### config.mk
export PLATFORM = sky130hd
export DESIGN_NAME = pipe_mux_n
export DESIGN_NICKNAME = d
export VERILOG_FILES = /design/src/rtl/pipe_mux_n_pkg.sv /design/src/rtl/pipe_mux_n_sel_n.sv /design/src/rtl/pipe_mux_n.sv
export SDC_FILE = /design/constraint.sdc
export NUM_CORES = 1
export LEC_CHECK = 0
export BUFFER_PORTS_ARGS = -buffer_cell sky130_fd_sc_hd__buf_2
export CAP_MARGIN = 40
export CORE_MARGIN = 1
export CORE_UTILIZATION = 45
export CTS_BUF_LIST = sky130_fd_sc_hd__clkbuf_8
export DETAILED_ROUTE_END_ITERATION = 10
export PLACE_DENSITY = 0.84
export SYNTH_ARGS = -nofsm -noshare
export SYNTH_HDL_FRONTEND = slang
export SYNTH_SLANG_ARGS = --single-unit
### constraint.sdc
create_clock -name clk -period 2.81 [get_ports clk]
set_input_delay 0.562 -clock clk [delete_from_list [all_inputs] [get_ports clk]]
set_output_delay 0.562 -clock clk [all_outputs]
set_load 0.01 [all_outputs]
### src/rtl/pipe_mux_n_pkg.sv
// rtl/pipe_mux_n_pkg.sv - shared datapath types for the pipelined N-way selector
package pipe_mux_n_pkg;

  localparam int DATA_W = 32;

  typedef struct packed {
    logic              err;
    logic [DATA_W-1:0] data;
  } beat_t;

  // Number of beats held by the output stage.
  typedef enum logic [1:0] {
    ST_EMPTY = 2'd0,
    ST_ONE   = 2'd1,
    ST_TWO   = 2'd2
  } state_t;

endpackage

### src/rtl/pipe_mux_n_sel_n.sv
// rtl/pipe_mux_n_sel_n.sv - combinational N-way select with out-of-range flag
module sel_n
  import pipe_mux_n_pkg::*;
#(
  parameter  int WIDTH = DATA_W,
  parameter  int N     = 3,
  localparam int SEL_W = $clog2(N)
) (
  input  logic [N*WIDTH-1:0] data,
  input  logic [SEL_W-1:0]   sel,
  output logic [WIDTH-1:0]   sel_data,
  output logic               err
);

  always_comb begin
    sel_data = '0;
    // Widened compare stays correct when N is a power of two.
    err      = ({1'b0, sel} >= (SEL_W + 1)'(N));
    for (int k = 0; k < N; k++) begin
      if (sel == SEL_W'(k)) begin
        sel_data = data[k*WIDTH +: WIDTH];
      end
    end
  end

endmodule

### src/rtl/pipe_mux_n.sv
// rtl/pipe_mux_n.sv - N-way selector with registered valid/ready output and skid buffer
module pipe_mux_n
  import pipe_mux_n_pkg::*;
#(
  parameter  int WIDTH = DATA_W,
  parameter  int N     = 3,
  localparam int SEL_W = $clog2(N)
) (
  input  logic               clk,
  input  logic               rst,
  input  logic [N*WIDTH-1:0] in_data,
  input  logic [SEL_W-1:0]   in_sel,
  input  logic               in_valid,
  output logic               in_ready,
  output logic [WIDTH-1:0]   out_data,
  output logic               out_err,
  output logic               out_valid,
  input  logic               out_ready
);

  state_t           state;
  logic [WIDTH-1:0] sel_data;
  logic             sel_err;
  logic [WIDTH-1:0] skid_data;
  logic             skid_err;
  logic             accept;
  logic             deliver;

  sel_n #(
    .WIDTH (WIDTH),
    .N     (N)
  ) u_sel (
    .data     (in_data),
    .sel      (in_sel),
    .sel_data (sel_data),
    .err      (sel_err)
  );

  assign accept  = in_valid & in_ready;
  assign deliver = out_valid & out_ready;

  // in_ready is registered and tracks "skid empty", so out_ready never reaches it combinationally.
  always_ff @(posedge clk) begin
    if (rst) begin
      state     <= ST_EMPTY;
      out_valid <= 1'b0;
      in_ready  <= 1'b1;
      out_data  <= '0;
      out_err   <= 1'b0;
      skid_data <= '0;
      skid_err  <= 1'b0;
    end else begin
      case (state)
        ST_EMPTY: begin
          if (accept) begin
            out_data  <= sel_data;
            out_err   <= sel_err;
            out_valid <= 1'b1;
            state     <= ST_ONE;
          end
        end
        ST_ONE: begin
          if (accept && deliver) begin
            out_data <= sel_data;
            out_err  <= sel_err;
          end else if (accept) begin
            skid_data <= sel_data;
            skid_err  <= sel_err;
            in_ready  <= 1'b0;
            state     <= ST_TWO;
          end else if (deliver) begin
            out_valid <= 1'b0;
            state     <= ST_EMPTY;
          end
        end
        ST_TWO: begin
          if (deliver) begin
            out_data <= skid_data;
            out_err  <= skid_err;
            in_ready <= 1'b1;
            state    <= ST_ONE;
          end
        end
        default: begin
          state     <= ST_EMPTY;
          out_valid <= 1'b0;
          in_ready  <= 1'b1;
        end
      endcase
    end
  end

endmodule

==> metrics.md, run 1 <==
| Metric | Value |
|---|---|
| Relative slew slack | `0.4116` |
| CP top delay family | `compound AO/OA/AOI/OAI gates` |
| Layout Cells excl Fill | `657` |
| Synth Flop Type | `dfxtp_1` |
| Layout cells sized above 1 | `0.3117` |
| EDFF count, synth | `0` |
| Sw power | `835.1 uW` |
| Routed wire per std cell | `14.80 um` |
| VDD IR-drop max | `0.2892 mV` |
| Max cap viols | `0` |
| Int Pwr | `1.917 mW` |
| Syn Area/Cell | `8.323 um2` |
| Final count of pins violating max slew | `0` |
| DRT Wirelength | `9.724 mm` |
| Grt total ovfl | `0` |
| Die ar. | `8447 um2` |
| Max incr delay on CP | `0.75 ns` |
| Outcome | `completed` |
| Async set-or-reset flop fraction in the synthesized netlist | `0` |
| Root Buffer | `clkbuf_8` |
| Finish-stage setup viols | `0` |
| Period minus WS final | `2.023 ns` |
| Initial Util | `0.4683` |
| Via-per-instance ratio | `5.519` |
| Longest Clk Path Bufs | `2` |
| Filler cells | `713` |
| Logic gate share of total power | `0.250` |
| Setup bufs post-CTS | `0` |
| RSZ-0062 raised after global routing | `false` |
| Placed Cells | `641` |
| Via count | `3,626` |
| I/O pins | `137` |
| Critical path launch point type | `flip-flop` |
| Antenna Cells | `0` |
| Htree depth | `3` |
| Area of the multi-input gates | `2026 um2` |
| GPL Wtd Cong | `0.8018` |
| Pin count of the biggest net entering global routing | `103` |
| CP max-delay cell | `o31a_2` |
| First-pass GRT wire length | `16.28 mm` |
| Clock insertion delay at the later pin of the skew report | `0.34 ns` |
| Routed Antenna Nets | `0` |
| CTS Buf Count | `9` |
| Vias in the first global route | `3,717` |
| CP endpoint kind | `flip-flop` |
| Reg area | `1401 um2` |
| Post-DP HPWL | `6.641 mm` |
| P per Cell Area | `602.8 nW/um2` |
| Period Utilization, post-route | `0.7199` |
| F_max | `494.3 MHz` |
| Total power | `2.752 mW` |
| Ys Warns | `0` |
| Worst-path clk slew | `0.07 ns` |
| CP required | `3.05 ns` |
| Hold WC Path Type | `reg2reg` |
| CP Cell Sequence | `a21boi_4 > o31a_2 > buf_12 > nand3b_1 > o41ai_1` |
| Initial antenna violation count | `0` |
| Syn_nets | `539` |
| Sequential cell area fraction in the yosys report | `0.3853` |
| Final Core Density | `0.5878` |
| Die W | `91.91 um` |
| Clock Skews | `0.007727 ns` |
| Final nets | `652` |
| Port Buf Inserts | `136` |
| Hold-fix buffers, CTS | `0` |
| Commonest non-fill, non-tap cell in the layout | `buf_2` |
| Cts repair resizes | `0` |
| Clock share of power | `0.319` |
| 1st-iter DRT viols | `175` |
| TNS Setup | `0 ns` |
| DRC Markers | `0` |
| CTS tree | `built` |
| Most frequent cells in the layout | `136 x buf_2, 129 x nor2_1, 70 x dfxtp_1, 34 x nor3_1` |
| Critical path type | `reg2reg` |
| Pleak | `2.082 nW` |
| Count of final hold-check violations | `0` |
| Crit Path Max Fanout | `39` |
| Cells after Synth | `437` |
| Worst slew pin tran | `0.8826 ns` |
| Register share of total power | `0.431` |
| Clock Sinks | `70` |
| #FFs+latches synth | `70` |
| Drt first pass iters | `4` |
| Arrival @ worst endpoint | `2.26 ns` |
| Number of core rows | `32` |
| GRT Util Overall | `0.2380` |
| Die H | `91.91 um` |
| Net Sw Frac | `0.3034` |
| Core Area | `7767 um2` |
| Yosys cell types | `27` |
| Area grow syn2layout | `25.52%` |
| Cell area after synthesis | `3637 um2` |
| Worst path bufs/invs | `1` |
==> metrics by stage <==
stage               hold slack (ns)  cell area, um2  setup slack (ns)
floorplan                    0.4366            3637             1.123
global placement             0.4423            4350            0.7139
detailed placement           0.4506            4350            0.6128
CTS                          0.4596            4566            0.7980
global route                 0.4902            4566            0.6034
finish                       0.4656            4566            0.7871
==> synthesized netlist by cell type (5+ instances only) <==
cell / number / area (um2)
nand3b_1: 33 / 247.7
nor2_1: 129 / 484.2
o41ai_2: 7 / 113.9
a21oi_1: 6 / 30.03
buf_2: 13 / 65.06
buf_4: 5 / 37.54
nor3_1: 34 / 170.2
dfxtp_1: 70 / 1401
mux2i_1: 33 / 330.3
o2bb2ai_1: 32 / 280.3
clkbuf_1: 25 / 93.84
o41ai_1: 25 / 219.0
nand2_1: 7 / 26.28
==> cells by family (layout without fill, tap and decap cells) <==
| logic type | after synthesis | count (layout) | share of synthesized area |
|---|---|---|---|
| compound gates | 76 | 76 | 0.1930 |
| buf+inv | 46 | 164 | 0.05951 |
| flops | 70 | 70 | 0.3853 |
| mux | 33 | 33 | 0.09082 |
| simple gates | 212 | 212 | 0.2714 |
==> state kept, by name (all words and copies together), names as in the netlist <==
signal	count
out_err	1
skid_data	32
out_valid	1
in_ready	1
out_data	32
state	2
skid_err	1
==> worst register-to-register path, delay by kind of cell, from the launching register on <==
family	cells	cell delay (ns)
compound gates	3	1.09
flops	1	0.46
buf+inv	1	0.28
simple gates	1	0.10
==> power by group through the flow <==
stage | clock, mW | sequential [mW] | combinational [mW]
finish | 0.879 | 1.18 | 0.688
global route | 0.947 | 1.20 | 0.761
CTS | 0.895 | 1.18 | 0.692
detailed placement | 0 | 1.20 | 0.690
global placement | 0 | 1.20 | 0.663
floorplan | 0 | 1.22 | 0.438
==> cell type report <==
class,count,area share
multi-input combinational,321,0.4437
sequential,70,0.3069
timing repair buffer,148,0.1743
clock buffer,10,0.03015
tap,102,0.02795
clock inverter,6,0.01699
==> final timing paths <==
check	from	end	slack, ns	cells after the start
worst max-delay path	state[0]$_SDFFE_PP0P_	out_data[22]$_SDFFE_PP0P_	0.79	5
worst min register to register	skid_err$_SDFFE_PP0P_	skid_err$_SDFFE_PP0P_	0.47	2
worst min-delay path	skid_err$_SDFFE_PP0P_	skid_err$_SDFFE_PP0P_	0.47	2
worst max register to register	state[0]$_SDFFE_PP0P_	out_data[22]$_SDFFE_PP0P_	0.79	5
==> metal layers <==
layer | vias up | track usage | part of all wire
met5 | - | 0 | 0
met4 | 0 | 0.08984 | 0.012
met3 | 9 | 0.05887 | 0.074
met2 | 141 | 0.4061 | 0.48
met1 | 1694 | 0.2877 | 0.43
li1 | 1782 | - | -
Power figures use the tool's default switching activity.
==> run 2, diff against run 1 <==
--- a/config.mk
+++ b/config.mk
@@ -11,7 +11,7 @@
 export CORE_UTILIZATION = 45
 export CTS_BUF_LIST = sky130_fd_sc_hd__clkbuf_8
 export DETAILED_ROUTE_END_ITERATION = 10
-export PLACE_DENSITY = 0.84
+export PLACE_DENSITY = 0.87
 export SYNTH_ARGS = -nofsm -noshare
 export SYNTH_HDL_FRONTEND = slang
 export SYNTH_SLANG_ARGS = --single-unit
==> constraint.sdc (replaced) <==
create_clock -name clk -period 1.7 [get_ports clk]
set_input_delay 0.34 -clock clk [delete_from_list [all_inputs] [get_ports clk]]
set_output_delay 0.34 -clock clk [all_outputs]
set_load 0.01 [all_outputs]
==> metrics.md, run 2 (synthesis gave the netlist of run 1 again) <==
| Metric | Value |
|---|---|
| Hold slack final | `0.3769 ns` |
| Htree depth | `3` |
| Longest Clk Path Bufs | `2` |
| Critical path launch point type | `flip-flop` |
| Crit Path Max Fanout | `28` |
| Max cap viols | `0` |
| Pin count of the biggest net entering global routing | `103` |
| GPL Wtd Cong | `0.7419` |
| Routed Antenna Nets | `0` |
| Fin area | `4618 um2` |
| Crit path capture | `out_data[15]$_SDFFE_PP0P_` |
| Total power | `4.350 mW` |
| 1st-iter DRT viols | `205` |
| DRC Markers | `0` |
| Grt total ovfl | `0` |
| Final count of pins violating max slew | `0` |
| Outcome | `completed` |
| Hold WC Path Type | `in2reg` |
| Pleak | `2.110 nW` |
| Initial antenna violation count | `0` |
| Layout cells sized above 1 | `0.3148` |
| Top flop regs | `out_data: 32 flops, skid_data: 32 flops, state: 2 flops` |
| Die ar. | `8447 um2` |
| FF-to-FF End | `out_data[15]$_SDFFE_PP0P_` |
| VDD IR-drop max | `0.4394 mV` |
| First-pass GRT wire length | `16.26 mm` |
| Critical path type | `reg2reg` |
| F_max | `621.1 MHz` |
| Core Area | `7767 um2` |
| Via-per-instance ratio | `5.451` |
| TNS Setup | `0 ns` |
| Die H | `91.91 um` |
| Arrival @ worst endpoint | `1.83 ns` |
| GRT Util Overall | `0.2390` |
| Count of final hold-check violations | `0` |
| Final nets | `656` |
| Worst Setup SP | `in_ready$_SDFFE_PP1P_` |
| Reg-to-reg startpoint | `in_ready$_SDFFE_PP1P_` |
| Period minus WS final | `1.610 ns` |
| Clock Sinks | `70` |
| DRT Wirelength | `10.04 mm` |
| CP required | `1.92 ns` |
| Via count | `3,603` |
| Post-DP HPWL | `6.924 mm` |
| Antenna Cells | `0` |
| I/O pins | `137` |
| Worst-path clk slew | `0.07 ns` |
| Root Buffer | `clkbuf_8` |
| P per Cell Area | `942.0 nW/um2` |
| Clock insertion delay at the later pin of the skew report | `0.33 ns` |
| CTS tree | `built` |
| Number of core rows | `32` |
| CP endpoint kind | `flip-flop` |
| Routed wire per std cell | `15.19 um` |
| Filler cells | `679` |
| Period Utilization, post-route | `0.9471` |
| Initial Util | `0.4683` |
| Relative slew slack | `0.7395` |
| Finish-stage setup viols | `0` |
| Most frequent cells in the layout | `136 x buf_2, 129 x nor2_1, 70 x dfxtp_1, 34 x nor3_1` |
| Hold-fix buffers, CTS | `0` |
| Post-DP Area | `4431 um2` |
| FF-to-FF setup slack | `0.09 ns` |
| Drt first pass iters | `4` |
| Die W | `91.91 um` |
| Port Buf Inserts | `136` |
| Area grow syn2layout | `26.97%` |
| Vias in the first global route | `3,485` |
| RSZ-0062 raised after global routing | `false` |
| R2R depth | `4` |
| Clock Skews | `0.007627 ns` |
| Worst slew pin tran | `0.3908 ns` |
| Commonest non-fill, non-tap cell in the layout | `buf_2` |
| CTS Buf Count | `9` |
==> run 2: changes by cell type in the layout (fill, tap and decap cells not counted), sizes merged <==
| cell | previous run | this run |
|---|---|---|
| bufinv | 2 | 0 |
| inv | 2 | 4 |
| clkbuf | 10 | 12 |
| buf | 148 | 152 |
| clkinv | 2 | 0 |
==> run 2: repair_timing <==
item,CTS,global route
setup endpoints to repair,0,1
buffers inserted,0,0
gates resized for setup,0,1
hold endpoints to repair,0,0
==> run 2: worst min path at each step <==
stage | from | to | cells past startpoint
floorplan | skid_err$_SDFFE_PP0P_ | skid_err$_SDFFE_PP0P_ | 2
global placement | skid_err$_SDFFE_PP0P_ | skid_err$_SDFFE_PP0P_ | 2
detailed placement | skid_err$_SDFFE_PP0P_ | skid_err$_SDFFE_PP0P_ | 2
CTS | in_valid | in_ready$_SDFFE_PP1P_ | 4
global route | out_ready | out_valid$_SDFFE_PP0P_ | 4
finish | in_valid | in_ready$_SDFFE_PP1P_ | 4
==> run 2: final cells by class <==
cell class | count | area, um2 | area share
Clock buffer | 12 | 165.2 | 0.03576
Clock inverter | 4 | 15.01 | 0.003251
Multi-Input combinational cell | 321 | 2033 | 0.4403
Sequential cell | 70 | 1401 | 0.3034
Tap cell | 102 | 127.6 | 0.02763
Timing Repair Buffer | 152 | 875.8 | 0.1897
==> run 2: where the power goes <==
| part | leakage, nW | internal [mW] | switching, mW |
|---|---|---|---|
| Combinational | 1.43 | 0.524 | 0.687 |
| Sequential | 0.571 | 1.83 | 0.115 |
| Clock | 0.108 | 0.629 | 0.560 |
==> run 2: through the flow <==
| stage | setup slack, ns | util | std cells |
|---|---|---|---|
| floorplan | 0.1727 | - | 437 |
| global placement | 0.1456 | 0.5704 | 645 |
| detailed placement | 0.002204 | 0.5704 | 645 |
| CTS | 0.07156 | 0.5936 | 661 |
| global route | 0.008427 | 0.5946 | 661 |
| finish | 0.08986 | 0.5946 | 661 |
==> run 2: critical path, stage by stage, from the launching register on <==
cell and delay [ns]:
dfxtp_1 0.39, nand2_1 0.13, o31a_2 0.34, buf_4 0.24, o41ai_1 0.40
==> run 2: metal layers <==
metal	share of wire	wire length, um	vias to the layer above	global-route usage
met5	0	0	-	0
met1	0.42	4199	1644	0.2944
met3	0.069	690	16	0.06882
li1	-	-	1800	-
met2	0.50	5033	143	0.4129
met4	0.012	116	0	0.05078
==> run 3, diff against run 2 <==
--- a/config.mk
+++ b/config.mk
@@ -11,7 +11,7 @@
 export CORE_UTILIZATION = 45
 export CTS_BUF_LIST = sky130_fd_sc_hd__clkbuf_8
 export DETAILED_ROUTE_END_ITERATION = 10
-export PLACE_DENSITY = 0.87
+export PLACE_DENSITY = 0.84
 export SYNTH_ARGS = -nofsm -noshare
 export SYNTH_HDL_FRONTEND = slang
 export SYNTH_SLANG_ARGS = --single-unit
==> constraint.sdc (replaced) <==
create_clock -name clk -period 2.1 [get_ports clk]
set_input_delay 0.42 -clock clk [delete_from_list [all_inputs] [get_ports clk]]
set_output_delay 0.42 -clock clk [all_outputs]
set_load 0.01 [all_outputs]
==> metrics.md, run 3 (synthesis gave the netlist of run 1 again) <==
| Metric | Value |
|---|---|
| Clock Sinks | `70` |
| Fin area | `4542 um2` |
| Longest Clk Path Bufs | `2` |
| Pin count of the biggest net entering global routing | `103` |
| Number of core rows | `32` |
| F_max | `584.3 MHz` |
| P per Cell Area | `753.8 nW/um2` |
| Port Buf Inserts | `136` |
| Post-DP HPWL | `6.904 mm` |
| CP required | `2.31 ns` |
| Finish-stage setup viols | `0` |
| FF-to-FF End | `out_data[25]$_SDFFE_PP0P_` |
| Post-DP Area | `4380 um2` |
| Initial Util | `0.4683` |
| Critical path launch point type | `flip-flop` |
| Hold-fix buffers, CTS | `0` |
| Hold slack final | `0.4607 ns` |
| Die H | `91.91 um` |
| Worst slew pin tran | `0.4065 ns` |
| Pleak | `2.084 nW` |
| Via-per-instance ratio | `5.598` |
| DRC Markers | `0` |
| Reg-to-reg startpoint | `state[0]$_SDFFE_PP0P_` |
| Filler cells | `695` |
| CP endpoint kind | `flip-flop` |
| Initial antenna violation count | `0` |
| First-pass GRT wire length | `16.22 mm` |
| DRT Wirelength | `9.960 mm` |
| Hold WC Path Type | `reg2reg` |
| Die W | `91.91 um` |
| Drt first pass iters | `4` |
| Layout Cells excl Fill | `661` |
| Grt total ovfl | `0` |
| Commonest non-fill, non-tap cell in the layout | `buf_2` |
| CTS Buf Count | `9` |
| I/O pins | `137` |
| CTS tree | `built` |
| Routed Antenna Nets | `0` |
| Area of the multi-input gates | `2026 um2` |
| Relative slew slack | `0.7290` |
| Htree depth | `3` |
| Crit path capture | `out_data[25]$_SDFFE_PP0P_` |
| Reg area | `1401 um2` |
| Period minus WS final | `1.711 ns` |
| Vias in the first global route | `3,445` |
| Setup bufs post-CTS | `0` |
| Core Area | `7767 um2` |
| Worst Setup SP | `state[0]$_SDFFE_PP0P_` |
| Critical path type | `reg2reg` |
| Final nets | `656` |
| Clock insertion delay at the later pin of the skew report | `0.33 ns` |
| Period Utilization, post-route | `0.8149` |
| Outcome | `completed` |
| RSZ-0062 raised after global routing | `false` |
| Cts repair resizes | `0` |
| Area grow syn2layout | `24.87%` |
| Crit Path Max Fanout | `36` |
| Max cap viols | `0` |
| TNS Setup | `0 ns` |
| GPL Wtd Cong | `0.7947` |
| Root Buffer | `clkbuf_8` |
| Routed wire per std cell | `15.07 um` |
| Final count of pins violating max slew | `0` |
| R2R depth | `4` |
| VDD IR-drop max | `0.3440 mV` |
| Arrival @ worst endpoint | `1.92 ns` |
| Layout cells sized above 1 | `0.3113` |
| GRT Util Overall | `0.2395` |
| Clock Skews | `0.007342 ns` |
| Worst-path clk slew | `0.07 ns` |
| 1st-iter DRT viols | `262` |
| Via count | `3,700` |
| Most frequent cells in the layout | `136 x buf_2, 129 x nor2_1, 70 x dfxtp_1, 34 x nor3_1` |
| Count of final hold-check violations | `0` |
| Antenna Cells | `0` |
| Top flop regs | `out_data: 32 flops, skid_data: 32 flops, state: 2 flops` |
| Die ar. | `8447 um2` |
| Placed Cells | `645` |
| FF-to-FF setup slack | `0.39 ns` |
==> run 3: how the worst min path moves through the flow <==
stage,slack [ns],from,endpoint,depth (start not counted)
floorplan,0.44,skid_err$_SDFFE_PP0P_,skid_err$_SDFFE_PP0P_,2
global placement,0.44,skid_err$_SDFFE_PP0P_,skid_err$_SDFFE_PP0P_,2
detailed placement,0.45,skid_err$_SDFFE_PP0P_,skid_err$_SDFFE_PP0P_,2
CTS,0.46,skid_err$_SDFFE_PP0P_,skid_err$_SDFFE_PP0P_,2
global route,0.48,out_ready,out_valid$_SDFFE_PP0P_,4
finish,0.46,skid_err$_SDFFE_PP0P_,skid_err$_SDFFE_PP0P_,2
==> run 3: worst max-delay path: stages, from the launching register on <==
cell	delay, ns
dfxtp_1	0.38
a21boi_4	0.18
o31a_2	0.34
buf_4	0.26
o41ai_1	0.42
==> run 3: final cells by class <==
type / instances / share of cell area
repair buffers: 152 / 0.1818
clock inverters: 6 / 0.005234
multi-input cells: 321 / 0.4460
flip-flops and latches: 70 / 0.3085
well taps: 102 / 0.02810
clock buffers: 10 / 0.03030
==> run 3: metrics by stage <==
stage	power, mW	worst slack [ns]	util
global placement	2.493	0.4364	0.5640
finish	3.424	0.3886	0.5847
CTS	3.440	0.3899	0.5847
global route	3.631	0.2606	0.5847
floorplan	2.215	0.5552	-
detailed placement	2.539	0.3429	0.5640
==> run 3: power by group <==
part / total (mW) / switching [mW] / internal (mW)
Sequential: 1.58 / 0.0987 / 1.48
Clock: 0.911 / 0.472 / 0.438
Combinational: 0.929 / 0.536 / 0.393
Total: 3.42 / 1.11 / 2.32
==> run 3: routing by layer <==
metal	up-vias	wire length, um	track usage
met3	16	678	0.04975
met5	-	0	0
li1	1793	-	-
met4	0	146	0.08333
met1	1746	4261	0.2997
met2	145	4873	0.4067
